<file path="src/rtl/layer_zorder_controller_if.sv">
// rtl/layer_zorder_controller_if.sv - reorder command handshake between game logic and the z-order controller
interface layer_zorder_controller_if #(
    parameter int LOG_NUM_UNITS = 2
);
    logic                     cmd_valid;
    logic                     cmd_ready;
    logic [1:0]               cmd_op;
    logic [LOG_NUM_UNITS-1:0] cmd_layer_a;
    logic [LOG_NUM_UNITS-1:0] cmd_layer_b;
    logic [3:0]               cmd_z;

    modport master (
        output cmd_valid, cmd_op, cmd_layer_a, cmd_layer_b, cmd_z,
        input  cmd_ready
    );

    modport slave (
        input  cmd_valid, cmd_op, cmd_layer_a, cmd_layer_b, cmd_z,
        output cmd_ready
    );
endinterface

</file>
<file path="src/rtl/layer_zorder_controller.sv">
// rtl/layer_zorder_controller.sv - per-layer z-index owner; applies one reorder command per frame, committed atomically
module layer_zorder_controller #(
    parameter int NUM_UNITS     = 4,
    parameter int LOG_NUM_UNITS = 2
) (
    input  logic                          clk,
    input  logic                          reset,
    input  logic                          startOfFrame,
    layer_zorder_controller_if.slave      cmd,
    output logic [NUM_UNITS-1:0][3:0]     layerZIndexes,
    output logic                          busy,
    output logic                          cmd_done,
    output logic                          cmd_err
);
    localparam logic [1:0] OP_FRONT = 2'b00;
    localparam logic [1:0] OP_BACK  = 2'b01;
    localparam logic [1:0] OP_SWAP  = 2'b10;
    localparam logic [1:0] OP_SET   = 2'b11;

    localparam logic [LOG_NUM_UNITS:0]   NU    = (LOG_NUM_UNITS+1)'(NUM_UNITS);
    localparam logic [LOG_NUM_UNITS-1:0] JLAST = LOG_NUM_UNITS'(NUM_UNITS - 1);
    localparam logic [3:0]               ZMAX  = 4'(NUM_UNITS - 1);

    typedef enum logic [1:0] {S_IDLE, S_WAIT, S_APPLY, S_COMMIT} state_t;

    state_t                   state, state_nx;
    logic [1:0]               op_q;
    logic [LOG_NUM_UNITS-1:0] a_q, b_q, j_q;
    logic [3:0]               cz_q, za_q, zb_q, zj, z_new;
    logic                     rej_q, a_ok, b_ok, accept;
    logic [NUM_UNITS-1:0][3:0] shadow;

    assign accept = cmd.cmd_valid && cmd.cmd_ready;
    assign a_ok   = {1'b0, cmd.cmd_layer_a} < NU;
    assign b_ok   = {1'b0, cmd.cmd_layer_b} < NU;

    always_ff @(posedge clk) begin
        if (reset) state <= S_IDLE;
        else       state <= state_nx;
    end

    always_comb begin
        state_nx = state;
        case (state)
            S_IDLE:   if (cmd.cmd_valid) state_nx = S_WAIT;
            S_WAIT:   if (startOfFrame)  state_nx = S_APPLY;
            S_APPLY:  if (j_q == JLAST)  state_nx = S_COMMIT;
            S_COMMIT: state_nx = S_IDLE;
            default:  state_nx = S_IDLE;
        endcase
    end

    always_comb begin
        cmd.cmd_ready = (state == S_IDLE);
        busy          = (state != S_IDLE);
    end

    // Next value for layer j, computed from the still-active z-index so the mux never sees partial updates.
    always_comb begin
        zj    = layerZIndexes[j_q];
        z_new = zj;
        if (!rej_q) begin
            case (op_q)
                OP_FRONT: if (j_q == a_q) z_new = 4'd0;
                          else if (zj < za_q) z_new = zj + 4'd1;
                OP_BACK:  if (j_q == a_q) z_new = ZMAX;
                          else if (zj > za_q) z_new = zj - 4'd1;
                OP_SWAP:  if (j_q == a_q) z_new = zb_q;
                          else if (j_q == b_q) z_new = za_q;
                OP_SET:   if (j_q == a_q) z_new = cz_q;
                default:  z_new = zj;
            endcase
        end
    end

    always_ff @(posedge clk) begin
        if (reset) begin
            for (int i = 0; i < NUM_UNITS; i++) begin
                layerZIndexes[i] <= 4'(i);
                shadow[i]        <= 4'(i);
            end
            op_q     <= '0;
            a_q      <= '0;
            b_q      <= '0;
            j_q      <= '0;
            cz_q     <= '0;
            za_q     <= '0;
            zb_q     <= '0;
            rej_q    <= 1'b0;
            cmd_done <= 1'b0;
            cmd_err  <= 1'b0;
        end else begin
            cmd_done <= 1'b0;
            cmd_err  <= 1'b0;
            if (accept) begin
                op_q  <= cmd.cmd_op;
                a_q   <= cmd.cmd_layer_a;
                b_q   <= cmd.cmd_layer_b;
                cz_q  <= cmd.cmd_z;
                za_q  <= a_ok ? layerZIndexes[cmd.cmd_layer_a] : 4'd0;
                zb_q  <= b_ok ? layerZIndexes[cmd.cmd_layer_b] : 4'd0;
                rej_q <= !a_ok || (cmd.cmd_op == OP_SWAP && !b_ok);
            end
            if (state == S_APPLY) begin
                shadow[j_q] <= z_new;
                j_q         <= (j_q == JLAST) ? '0 : j_q + 1'b1;
            end
            if (state == S_COMMIT) begin
                layerZIndexes <= shadow;
                cmd_done      <= 1'b1;
                cmd_err       <= rej_q;
            end
        end
    end
endmodule

</file>
<file path="src/flat_wrapper.sv">
// flat-port wrapper written by rule: the top's interface ports become plain ports
module layer_zorder_controller_flat 
#(
    parameter int NUM_UNITS     = 4,
    parameter int LOG_NUM_UNITS = 2
)
  (clk, reset, startOfFrame, layerZIndexes, busy, cmd_done, cmd_err, cmd_cmd_valid, cmd_cmd_op, cmd_cmd_layer_a, cmd_cmd_layer_b, cmd_cmd_z, cmd_cmd_ready);
  layer_zorder_controller_if #(.LOG_NUM_UNITS(LOG_NUM_UNITS)) cmd_i ();
  input  logic clk;
  input  logic reset;
  input  logic startOfFrame;
  output logic [NUM_UNITS-1:0][3:0] layerZIndexes;
  output logic busy;
  output logic cmd_done;
  output logic cmd_err;
  input wire logic [$bits(cmd_i.cmd_valid)-1:0] cmd_cmd_valid;
  input wire logic [$bits(cmd_i.cmd_op)-1:0] cmd_cmd_op;
  input wire logic [$bits(cmd_i.cmd_layer_a)-1:0] cmd_cmd_layer_a;
  input wire logic [$bits(cmd_i.cmd_layer_b)-1:0] cmd_cmd_layer_b;
  input wire logic [$bits(cmd_i.cmd_z)-1:0] cmd_cmd_z;
  output wire logic [$bits(cmd_i.cmd_ready)-1:0] cmd_cmd_ready;
  assign cmd_i.cmd_valid = cmd_cmd_valid;
  assign cmd_i.cmd_op = cmd_cmd_op;
  assign cmd_i.cmd_layer_a = cmd_cmd_layer_a;
  assign cmd_i.cmd_layer_b = cmd_cmd_layer_b;
  assign cmd_i.cmd_z = cmd_cmd_z;
  assign cmd_cmd_ready = cmd_i.cmd_ready;
  layer_zorder_controller #(.NUM_UNITS(NUM_UNITS), .LOG_NUM_UNITS(LOG_NUM_UNITS)) u_core (.clk(clk), .reset(reset), .startOfFrame(startOfFrame), .cmd(cmd_i), .layerZIndexes(layerZIndexes), .busy(busy), .cmd_done(cmd_done), .cmd_err(cmd_err));
endmodule
</file>
<file path="config.mk">
export PLATFORM = sky130hd
export DESIGN_NAME = layer_zorder_controller_flat
export DESIGN_NICKNAME = d
export VERILOG_FILES = /design/src/rtl/layer_zorder_controller_if.sv /design/src/rtl/layer_zorder_controller.sv /design/src/flat_wrapper.sv
export SDC_FILE = /design/constraint.sdc
export NUM_CORES = 1
export LEC_CHECK = 0
export BUFFER_PORTS_ARGS = -buffer_cell sky130_fd_sc_hd__buf_2
export CAP_MARGIN = 25
export CORE_MARGIN = 4
export CORE_UTILIZATION = 55
export CTS_BUF_LIST = sky130_fd_sc_hd__clkbuf_8 sky130_fd_sc_hd__clkbuf_16
export DETAILED_ROUTE_END_ITERATION = 6
export PLACE_DENSITY = 0.87
export SKIP_CTS_REPAIR_TIMING = 1
export SYNTH_ARGS = -nofsm -noshare
export SYNTH_HDL_FRONTEND = slang
export SYNTH_SLANG_ARGS = --single-unit
export TNS_END_PERCENT = 50
</file>
<file path="constraint.sdc">
create_clock -name clk -period 4.35 [get_ports clk]
set_clock_uncertainty 0.05 [all_clocks]
set_input_delay 0.435 -clock clk [delete_from_list [all_inputs] [get_ports clk]]
set_output_delay 0.435 -clock clk [all_outputs]
set_load 0.005 [all_outputs]
</file>
==> metrics <==
DP Wirelength=roughly 5200 µm; Reg clk slew, reported paths=~0.1 ns; chip height=between 80 and 90 µm; sequential cell area fraction in the yosys report=37.9%; Initial Util=a little under three fifths; Setup crit end kind=flip-flop; Clock Sinks=55; Reg2Reg Setup Slack=0.70 ns; # setup viols final=0; status=finished, final reports clean; fin nets=about 370; Slew @ Worst Pin=about 0.98 ns; drt pass-1 iters=4; RePlAce Congestion=roughly 0.89; crit path time final=between 3 and 4 ns; Worst Setup Slack, final=0.697 ns; final hold viol count=0; Post-Place Setup Slack=about 0.78 ns; row count=26; GRT overflow=0; setup_tns=0 ns; IO Port Bufs=32; vias in the first global route=2464; Post-Syn Nets=around 350; full die area=around 6500 µm²; Chip Width=just over 80 µm; vias=about 2600; DR WL/cell=about 17 µm; Peak Freq=roughly 270 MHz; clk buf depth=2; hold path depth=3; DRT iter0 DRCs=around 250; TritonCTS Buffers=5; post-route cell area=between 3000 and 4000 µm²; commonest non-fill, non-tap cell in the layout=dfxtp_1; DRC viols=0; Critical Path RT=approximately 4.5 ns; htree depth=2; core area=5110 µm²; highest ir drop seen on vdd=~0.33 mV; Worst slew margin=between 30% and 40%; Pleak=approximately 1.2 nW; Power Dens Cells=479 nW/µm²; Unique masters post-synth=42; CP arrival=roughly 3.8 ns; Clock Latency Late Sink=between 0.3 and 0.4 ns; Cells after Synth=between 300 and 400; CP max FO=11; largest net degree at the start of global routing=42; I/O Pins=34; # fillers=between 400 and 500; GRT Total Usage=22.7%; antenna-violating nets left=0; initial antenna violation count=0; unrepaired setup endpoints after global routing=false; yosys warns=0; cells along the critical path=mux4_1, ha_1, nor2b_1, o211ai_1, a21boi_0, a21boi_0, o211ai_1, a31oi_1; worst hold slack=between 0.3 and 0.4 ns; placed cell areas=about 3000 µm²; CTS tree=built; Max Cap Viol=0; Synth Register Bits=55; Startpoint Class=flip-flop; Root Buffer=clkbuf_8; Layout Area Growth over Synthesis=9.52%; slowest stage delay, CP=about 0.71 ns; RR Endpoint=u_core.shadow[11]$_SDFFE_PP0P_; final-report max-slew violation count=0; synthesized area=between 2000 and 3000 µm²; worst r2r src=u_core.j_q[0]$_SDFFE_PP0P_; CP Class=reg2reg; most frequent cells in the layout=dfxtp_1, nand2_1, a21oi_1; Hold Path Sink=u_core.cz_q[2]$_SDFFE_PP0P_; Mapped Avg Cell Area=between 8 and 9 µm²; Routed WL=6960 µm; ANT cells=0; share of layout cells above drive strength 1=between 15 and 20%; hold_sp=cmd_cmd_z[2]; Critical-path top delay cell=mux4_1; worst min path class=in2reg; first-pass GRT wire length=11400 µm; Via density=a little over 6; R2R depth=8; Tcrit/Tclk final=about 84%
area by class of cell:
type | count | area (µm²) | share of cell area (%)
multi-input combinational | 233 | 1640 | 51.6
sequential | 55 | 1100 | 34.6
timing repair buffer | 33 | 171 | 5.39
tap | 70 | 87.6 | 2.75
clock buffer | 5 | 68.8 | 2.16
inverter | 17 | 63.8 | 2.01
clock inverter | 3 | 47.5 | 1.49
sequential cells by signal, summed over array words and instances (netlist names), 2 cells and up:
| name | cells |
|---|---|
| u_core.a_q | 2 |
| u_core.b_q | 2 |
| u_core.cz_q | 4 |
| u_core.j_q | 2 |
| u_core.layerZIndexes | 16 |
| u_core.op_q | 2 |
| u_core.shadow | 16 |
| u_core.state | 2 |
| u_core.za_q | 4 |
| u_core.zb_q | 4 |
worst max-delay path, delay by kind of cell (launching register included):
family | cells | cell delay (ns)
AO/OA/AOI/OAI | 5 | 1.56
multiplexers | 1 | 0.71
flip-flops | 1 | 0.64
adder cells (fa/ha/maj) | 1 | 0.34
AND/OR/NAND/NOR | 1 | 0.20
logic make-up (layout without fill, tap and decap cells):
group | Yosys count | in the layout | synth area share (%)
muxes | 34 | 34 | 17.1
adders and majority gates | 14 | 14 | 6.03
AOI/OAI and AO/OA | 82 | 82 | 16.9
other | 1 | 1 | 0.129
DFF | 55 | 55 | 37.9
buffers and inverters | 38 | 58 | 5.60
and+or+nand+nor | 97 | 97 | 14.8
xor gates and xnor gates | 5 | 5 | 1.51
through the flow:
| step | instances | total power, W | util [%] |
|---|---|---|---|
| after global routing | 416 | 0.00161 | 62.3 |
| after floorplan | 326 | 0.00105 | - |
| after global placement | 407 | 0.00114 | 59.8 |
| after CTS | 416 | 0.00152 | 62.3 |
| final | 416 | 0.00152 | 62.3 |
| after detailed placement | 408 | 0.00118 | 60.0 |
report_power, final:
part	total [W]	internal (W)	switching (W)	leakage, nW
registers	0.000620	0.000561	0.0000598	0.446
logic	0.000557	0.000206	0.000351	0.729
clock network	0.000347	0.000175	0.000172	0.0587
cell usage after synthesis:
cell type	instances	area, µm²
ha_1	14	175
nand2b_1	1	6.26
mux2i_1	22	220
o21ai_0	18	90.1
buf_6	2	22.5
buf_4	1	7.51
o211ai_1	4	30.0
nor2_1	20	75.1
a211oi_2	1	12.5
nor3_1	8	40.0
o32a_1	1	10.0
nand4_1	2	12.5
and3_1	1	6.26
a211o_1	1	8.76
a31o_2	1	8.76
conb_1	1	3.75
a21oi_1	37	185
and2_1	4	25.0
xnor2_1	2	17.5
buf_2	1	5.00
nand2_1	50	188
nor3_2	1	10.0
inv_1	17	63.8
a311oi_1	1	8.76
a41oi_1	1	8.76
nand3_1	4	20.0
a21o_1	1	7.51
nor4_1	2	12.5
o2111ai_1	1	8.76
nor2b_1	2	12.5
a21boi_0	2	15.0
o211a_1	1	10.0
dfxtp_1	55	1100
o311a_1	2	20.0
mux4_2	10	225
and3b_1	1	8.76
xor2_1	3	26.3
clkbuf_1	17	63.8
nor4_2	1	12.5
a222oi_1	1	10.0
a31oi_1	9	56.3
mux4_1	2	52.6
per-layer routing:
| layer | vias up | part of all wire, % | GRT usage [%] |
|---|---|---|---|
| li1 | 1195 | - | - |
| met2 | 104 | 51 | 40.2 |
| met1 | 1231 | 40 | 26.3 |
| met3 | 22 | 5.9 | 3.70 |
| met5 | - | 0 | 0 |
| met4 | 0 | 3.1 | 10.8 |
worst max path at each step:
stage | from | to | cells past startpoint
floorplan | u_core.j_q[0]$_SDFFE_PP0P_ | u_core.shadow[9]$_SDFFE_PP1P_ | 9
global placement | u_core.j_q[0]$_SDFFE_PP0P_ | u_core.shadow[4]$_SDFFE_PP1P_ | 8
detailed placement | u_core.j_q[0]$_SDFFE_PP0P_ | u_core.shadow[4]$_SDFFE_PP1P_ | 8
CTS | u_core.j_q[0]$_SDFFE_PP0P_ | u_core.shadow[4]$_SDFFE_PP1P_ | 8
global route | u_core.j_q[0]$_SDFFE_PP0P_ | u_core.shadow[8]$_SDFFE_PP0P_ | 8
finish | u_core.j_q[0]$_SDFFE_PP0P_ | u_core.shadow[11]$_SDFFE_PP0P_ | 8
Power figures use the tool's default switching activity.
